--- config.mk ---
export PLATFORM = sky130hd
export DESIGN_NAME = linear_network_unicast_seq
export DESIGN_NICKNAME = d
export VERILOG_FILES = /design/src/rtl/linear_network_unicast_seq.sv
export SDC_FILE = /design/constraint.sdc
export NUM_CORES = 1
export LEC_CHECK = 0
export CAP_MARGIN = 10
export CORE_MARGIN = 8
export CORE_UTILIZATION = 30
export DETAILED_ROUTE_END_ITERATION = 8
export SYNTH_ARGS = -nofsm -noshare
export SYNTH_HDL_FRONTEND = slang
export SYNTH_SLANG_ARGS = --single-unit
--- constraint.sdc ---
create_clock -name clk -period 14 [get_ports clk]
set_input_delay 2.8 -clock clk [delete_from_list [all_inputs] [get_ports clk]]
set_output_delay 2.8 -clock clk [all_outputs]
set_load 0.05 [all_outputs]
--- src/rtl/linear_network_unicast_seq.sv ---
// Daisy-chain unicast network: one producer, NUM_NODE consumers. Each word walks one stage per
// enabled clock and is delivered (and dropped from the chain) at the node matching its tag.
module linear_network_unicast_seq #(
    parameter int unsigned  DATA_WIDTH    = 32,
    parameter int unsigned  NUM_NODE      = 4,
    localparam int unsigned COMMAND_WIDTH = $clog2(NUM_NODE)
) (
    input  logic                           clk,
    input  logic                           rst,
    input  logic                           i_en,
    input  logic                           i_valid,
    input  logic [DATA_WIDTH-1:0]          i_data_bus,
    input  logic [COMMAND_WIDTH-1:0]       i_cmd,
    output logic [NUM_NODE-1:0]            o_valid,
    output logic [NUM_NODE*DATA_WIDTH-1:0] o_data_bus
);

    logic [NUM_NODE-1:0]      s_valid;
    logic [DATA_WIDTH-1:0]    s_data [NUM_NODE];
    logic [COMMAND_WIDTH-1:0] s_dest [NUM_NODE];

    // A stage holds a word addressed to itself when valid and the tag matches its index
    logic [NUM_NODE-1:0] s_hit;

    always_comb begin
        s_hit = '0;
        for (int k = 0; k < NUM_NODE; k++) begin
            s_hit[k] = s_valid[k] && (s_dest[k] == COMMAND_WIDTH'(k));
        end
    end

    always_ff @(posedge clk or posedge rst) begin
        if (rst) begin
            s_valid <= '0;
            for (int k = 0; k < NUM_NODE; k++) begin
                s_data[k] <= '0;
                s_dest[k] <= '0;
            end
        end else if (i_en) begin
            s_valid[0] <= i_valid;
            s_data[0]  <= i_data_bus;
            s_dest[0]  <= i_cmd;
            // Delivered words are consumed; only misses move on to the next stage
            for (int k = 0; k < NUM_NODE - 1; k++) begin
                s_valid[k+1] <= s_valid[k] & ~s_hit[k];
                s_data[k+1]  <= s_data[k];
                s_dest[k+1]  <= s_dest[k];
            end
        end
    end

    always_comb begin
        o_valid    = '0;
        o_data_bus = '0;
        for (int k = 0; k < NUM_NODE; k++) begin
            o_valid[k] = i_en & s_hit[k];
            if (o_valid[k]) begin
                o_data_bus[k*DATA_WIDTH +: DATA_WIDTH] = s_data[k];
            end
        end
    end

endmodule

* Word level (Yosys, flattened, before mapping)
Cells that the tools add are included.
** Cells by class
- Eq/ne operators :: 3
- Bitwise logic cells :: 10
- Reductions and logical operators :: 5
- Muxes and demuxes :: 4
** Operators with widths (number)
- 32-bit 2-to-1 mux :: 4
- 1-bit bitwise AND :: 7
- 2-bit equality test (second input constant) :: 2
- 1-bit logical AND :: 4
- 1-bit NOT :: 3
- 2-bit by 1-bit equality test with 1-bit output (second input constant) :: 1
- 2-bit zero test :: 1
** Storage, ports and cells
- Output and inout bits :: 132
- Input bits :: 38
- Bits in registers :: 140
- Logic and storage cells :: 31

* Logic depth before layout (Yosys ltp)
Gate-level depths: netlist (run 1).
- Word-level depth :: 4
- Gate-level depth with buffers :: 5
- Depth with buffers taken out :: 2

* Worst setup path after synthesis (run 1)
Ideal clock, no wire load.
- Path type :: input -> output
- Start :: in i_en
- End :: out o_data_bus[22]
- Required time :: 11200 ps
- Buffers on the path :: 1
- Cell stages on the path :: 3
- Slack :: 7349 ps
- Data arrival time :: 3851 ps
- Cell sequence :: and4bb_2 -> buf_2 -> and2_1
** Between the ends
- Word-level cells in the longest chain between the ends :: 2
** Ends and longest elaborated chain
- from (decl) :: RTL line 10 : input logic i_en,
- 1-bit bitwise AND :: RTL line 56 : o_valid[k] = i_en & s_hit[k];
- net o_valid[0] :: RTL line 14 : output logic [NUM_NODE-1:0] o_valid,
- 32-bit 2-to-1 mux :: RTL line 57 : if (o_valid[k]) begin
- to (decl) :: RTL line 15 : output logic [NUM_NODE*DATA_WIDTH-1:0] o_data_bus
The timed path passes the listed nets, and every way through them passes these cells.

* Worst setup path after layout (run 1)
- Start :: in i_en
- End :: out o_data_bus[92]
** Between the ends
- Word-level cells in the longest chain between the ends :: 2
** Ends and longest elaborated chain (RTL line)
- 1-bit bitwise AND :: 56
- 32-bit 2-to-1 mux :: 57
Every way passes these cells.

==> impl_metrics.toml, run 1 <==
[grt]
gr-total-overflow = 0
groute.usage.overall_pct = 12.19
first_global_vias = 4495
antenna_found_initial = 1
grt_pass1_wl_mm = 25.47
grt_max_degree = 86

[finish]
layout-drive-gt1-share_pct = 28.16
seq_area_um2 = 3503
fillers = 1941
final_nets = 651
postLayoutCellArea_um2 = 8845
diodes = 0
multi_input_area_um2 = 2674
syn_to_final_growth_pct = 37.69

[setup_path]
arrival_ps = 6430
worstPathRequired_ps = 11200
slowest_stage = "buf_4"
crit_path_end_kind = "output port"
crit_path_frequent_cell = "buf_4"
crit_chain = "buf_6 -> buf_4 -> and4b_1 -> buf_4 -> and2_1 -> clkdlybuf4s50_1"
slowest_delay_ps = 860
path_class = "input pin to output port"
crit_fanout = 78
critPathLaunchType = "input pin"
ff2ff_path_depth = 2

[routing]
avgRoutedWirePerCell_um = 17.57
firstDrtPassIters = 4
wl_mm = 15.81
drt_iter0_drc = 139
drc = 0
vias = 3951
ant_nets = 0
viasPerCell = 4.390

[clocking]
cts_setup_buffers = 0
clk_path_buf_depth = 2
root_buffer = "clkbuf_16"
cts_buffers = 17
clkTransAtPathRegs_ps = 50
cts_tree = "done"
ctsHoldBuffers = 0
clock-sinks = 140
htree_levels = 4
cts-resized-gates = 0
clk_latency_ps = 410

[timing]
hold_viol = 0
rsz0062_at_grt = "false"
fmaxAchievable_ghz = 0.1084
relSlewSlack_pct = 31.50
setup_viol = 0
clock_skew_ps = 6.642
period_share_pct = 65.90
drv_slew = 0
tightest_slew_ps = 1027
post-route-min-period_ps = 9226
setup-tns-final_ps = 0

[synthesis]
synthesis.area_um2 = 6424
ys_ff_latch = 140
synth_cell_types = 20
avgSynthCellArea_um2 = 14.31
synth_top_family_by_area = "multiplexers"
synth_xor_area_share_pct = 0
synth_warnings = 0
synth_compound_area_share_pct = 0.3896
ys_seq_area_share_pct = 54.54
synth_nets = 487
muxShareOfSynthArea_pct = 27.76
synth_adder_area_share_pct = 0
yosys.area_share.simple_pct = 13.48
syn_inst = 449

[power]
max-vdd-ir-drop_v = 0.00006670
powerDensity_nw_per_um2 = 130.7
p_leak_nw = 3.783

[run_status]
status = "completed"

[placement]
numPortBuffers = 169
placed_area_um2 = 8264
dp_hpwl_mm = 10.93
gp_congestion = 0.7315

[floorplanning]
dieHeight_um = 162.3
fp.dieW_um = 162.3
start_util_pct = 30.56
ioPinCount = 170
dieArea_um2 = 26350
row_count = 53
core_area_um2 = 21020

[hold_path]
hold_class = "flop to flop"
worstHoldPathCells = 1

[job]
cap_violations = 0
==> worst paths after layout <==
path                                   startpoint  slack, ps                       to
setup / recovery                             i_en       4770           o_data_bus[92]
hold / removal             s_data[10]$_DFFE_PP0P_        490   s_data[10]$_DFFE_PP0P_
setup reg to reg            s_dest[7]$_DFFE_PP0P_      13130   s_valid[1]$_DFFE_PP0P_
hold reg to reg            s_data[10]$_DFFE_PP0P_        490   s_data[10]$_DFFE_PP0P_
max in group asynchronous                     rst       9810    s_data[1]$_DFFE_PP0P_
min in group asynchronous                     rst       2900  s_data[101]$_DFFE_PP0P_
==> power breakdown <==
part | internal, W | switching [W] | total, W
clock network | 0.000267 | 0.000174 | 0.000441
logic | 0.000107 | 0.0000839 | 0.000191
registers | 0.000475 | 0.0000502 | 0.000525
total | 0.000849 | 0.000308 | 0.00116
==> cell families (layout without fill, tap and decap cells) <==
family / count (synthesis) / in the layout
buf+inv: 32 / 208
flops: 140 / 140
compound gates: 4 / 4
simple gates: 136 / 136
mux: 137 / 137
==> cell type report <==
cell class,count,area share (%)
Clock buffer,18,4.965
Clock inverter,13,1.599
Inverter,4,0.2263
Multi-Input combinational cell,277,30.23
Sequential cell,140,39.61
Tap cell,275,3.890
Timing Repair Buffer,173,19.48
==> per-stage QoR <==
| step | power, W | hold WS [ps] | util (%) | setup slack (ps) | instances |
|---|---|---|---|---|---|
| after global routing | 0.001214 | 518.0 | 42.07 | 4459 | 900 |
| after floorplan | 0.0006611 | 472.1 | - | 7349 | 449 |
| after detailed placement | 0.0007259 | 487.9 | 39.31 | 4593 | 869 |
| final | 0.001156 | 491.9 | 42.07 | 4774 | 900 |
| after global placement | 0.0007186 | 480.8 | 39.31 | 4713 | 869 |
| after CTS | 0.001175 | 500.4 | 42.07 | 4589 | 900 |
==> cell usage after synthesis <==
cell type / instances / share of area (%)
o22ai_1: 2 / 0.19
and2_1: 128 / 12
o211ai_1: 1 / 0.12
buf_2: 9 / 0.70
dfrtp_1: 140 / 55
and4b_1: 1 / 0.16
buf_4: 6 / 0.70
buf_6: 3 / 0.53
inv_1: 4 / 0.23
nand2_1: 2 / 0.12
and4b_4: 1 / 0.21
buf_8: 6 / 1.4
and4bb_2: 1 / 0.19
o21ai_0: 1 / 0.078
mux2_2: 73 / 13
clkbuf_2: 2 / 0.16
mux2_4: 64 / 15
clkbuf_1: 2 / 0.12
and4_1: 1 / 0.14
nor2b_1: 2 / 0.19
==> registers in the layout, indices dropped and copies added, names as in the netlist <==
signal   flops
s_data     128
s_dest       8
s_valid      4
==> layout by cell type (no fill, tap or decap), types with 2 or more instances in the layout <==
| master | synthesis | layout |
|---|---|---|
| clkdlybuf4s50_1 | 0 | 168 |
| dfrtp_1 | 140 | 140 |
| and2_1 | 128 | 128 |
| mux2_2 | 73 | 73 |
| mux2_4 | 64 | 64 |
| clkbuf_16 | 0 | 17 |
| inv_6 | 0 | 4 |
| buf_4 | 6 | 4 |
| inv_1 | 4 | 3 |
| clkinvlp_4 | 0 | 3 |
| clkinv_2 | 0 | 3 |
| nor2b_1 | 2 | 2 |
| nand2_1 | 2 | 2 |
| o22ai_1 | 2 | 2 |
| clkinv_4 | 0 | 2 |
| bufinv_16 | 0 | 2 |
==> worst max-delay path, delay by kind of cell <==
family	cells	cell delay, ps
and+or+nand+nor	2	950
buffers and inverters	4	2620
==> metal layers <==
layer | wire length, um | global-route usage, % | vias to the layer above
li1 | - | - | 1836
met1 | 7254 | 15.44 | 2002
met2 | 7334 | 19.32 | 106
met3 | 1117 | 4.853 | 7
met4 | 105 | 2.525 | 0
met5 | 0 | 0 | -
Power figures use the tool's default switching activity.
==> run 2, diff against run 1 <==
clock period = 8.3 ns   (was 14 ns; I/O delays follow)
==> run 2 against run 1 <==
  * Die area unchanged
  * Clock power up 85%
  * Sequential power rose by 69%
  * Non-clock buffer count unchanged
  * Critical path depth shrank 1
  * Combinational power increased by 69%
  * Worst setup slack worse by 2600 ps
  * Largest power group unchanged
==> impl_metrics.toml, run 2 (same netlist as run 1, synthesis figures left out) <==
[setup_path]
slowest_delay_ps = 830
worstPathRequired_ps = 6640
path_class = "input pin to output port"
crit_fanout = 85
r2r_end = "s_valid[1]$_DFFE_PP0P_"
rr_startpoint = "s_dest[7]$_DFFE_PP0P_"
critPathLaunchType = "input pin"
ff2ff_setup_slack_ps = 7460
slowest_stage = "and4b_1"
arrival_ps = 4430
startpoint = "i_en"
cp-endpoint = "o_data_bus[89]"
crit_path_end_kind = "output port"
crit_chain = "buf_6 -> and4b_1 -> buf_4 -> and2_1 -> clkdlybuf4s50_1"
ff2ff_path_depth = 2

[placement]
dp_hpwl_mm = 10.96
place_ws_ps = 2109
gp_congestion = 0.7390
placed_area_um2 = 8264
numPortBuffers = 169

[power]
p_leak_nw = 3.804
powerDensity_nw_per_um2 = 227.0
p_total_w = 0.002022
max-vdd-ir-drop_v = 0.0001282

[routing]
avgRoutedWirePerCell_um = 17.56
wl_mm = 15.82
viasPerCell = 4.385
route.layer.met1.wl_mm = 7.238
wl_met2_mm = 7.316
firstDrtPassIters = 4
vias = 3951
drc = 0
met3_length_mm = 1.150
drt_iter0_drc = 105
top_layer = "met4"
ant_nets = 0

[floorplanning]
row_count = 53
ioPinCount = 170
fp.dieW_um = 162.3
dieArea_um2 = 26350
core_area_um2 = 21020
dieHeight_um = 162.3
start_util_pct = 30.56

[timing]
worst_slack_ps = 2209
period_share_pct = 73.39
clock_skew_ps = 8.262
relSlewSlack_pct = 33.76
hold_viol = 0
holdWs_ps = 497.5
rsz0062_at_grt = "false"
setup_viol = 0
fmaxAchievable_ghz = 0.1642
drv_slew = 0
tightest_slew_ps = 993.6
post-route-min-period_ps = 6091
setup-tns-final_ps = 0

[grt]
groute.usage.overall_pct = 12.31
grt_max_degree = 86
grt_pass1_wl_mm = 25.70
gr-total-overflow = 0
first_global_vias = 4518
antenna_found_initial = 0

[finish]
regMostFlops = "s_data"
diodes = 0
postLayoutCellArea_um2 = 8906
layout_common_cells = "168 x clkdlybuf4s50_1, 140 x dfrtp_1, 128 x and2_1"
layout-drive-gt1-share_pct = 28.12
largest_reg_flops = 128
largestRegisters = "s_data (128), s_dest (8), s_valid (4)"
final_common_cell = "clkdlybuf4s50_1"
final_nets = 651
syn_to_final_growth_pct = 38.64

[hold_path]
hold_class = "flop to flop"
worstHoldPathCells = 1

[clocking]
clkTransAtPathRegs_ps = 60
cts-resized-gates = 0
cts_buffers = 17
cts_setup_buffers = 0
clk_path_buf_depth = 2
ctsHoldBuffers = 0
htree_levels = 4
clk_latency_ps = 410
root_buffer = "clkbuf_16"
clock-sinks = 140
cts_tree = "done"

[job]
cap_violations = 0

[run_status]
status = "completed"
-- run 2: cell types whose count changed in the layout (fill, tap and decap cells not counted), sizes merged --
cell,delta
clkbuf,+2
bufinv,+2
clkinv,-4
clkinvlp,+1
-- run 2: critical path, delay by kind of cell --
family	cells	cell delay (ps)
buffers and inverters	3	1730
and+or+nand+nor	2	990
-- run 2: how the worst min path moves through the flow --
stage	slack (ps)	start	to
2_1_floorplan	470	s_data[0]$_DFFE_PP0P_	s_data[0]$_DFFE_PP0P_
3_3_place_gp	480	s_data[26]$_DFFE_PP0P_	s_data[26]$_DFFE_PP0P_
3_5_place_dp	490	s_data[18]$_DFFE_PP0P_	s_data[18]$_DFFE_PP0P_
4_1_cts	500	s_data[18]$_DFFE_PP0P_	s_data[18]$_DFFE_PP0P_
5_1_grt	510	s_data[25]$_DFFE_PP0P_	s_data[25]$_DFFE_PP0P_
6_report	500	s_data[26]$_DFFE_PP0P_	s_data[26]$_DFFE_PP0P_
-- run 2: layout make-up --
cell class | instances | area [um2]
Fill cell | 1920 | 12120
Tap cell | 275 | 344.1
Clock inverter | 12 | 185.2
Timing Repair Buffer | 173 | 1723
Inverter | 4 | 20.02
Sequential cell | 140 | 3503
Multi-Input combinational cell | 277 | 2674
Clock buffer | 20 | 456.7
-- run 2: power breakdown --
part	switching, W	internal [W]
Sequential	0.0000843	0.000801
Clock	0.000292	0.000523
Combinational	0.000142	0.000180
-- run 2: stage by stage --
step / util (%) / cells
final: 42.37 / 901
after global routing: 42.37 / 901
after CTS: 42.37 / 901
after detailed placement: 39.31 / 869
after global placement: 39.31 / 869
after floorplan: - / 449
-- run 2: layer usage --
metal / GRT usage [%] / vias to the layer above
met3: 4.702 / 9
met5: 0 / -
li1: - / 1845
met1: 15.74 / 1988
met2: 19.38 / 109
met4: 2.778 / 0
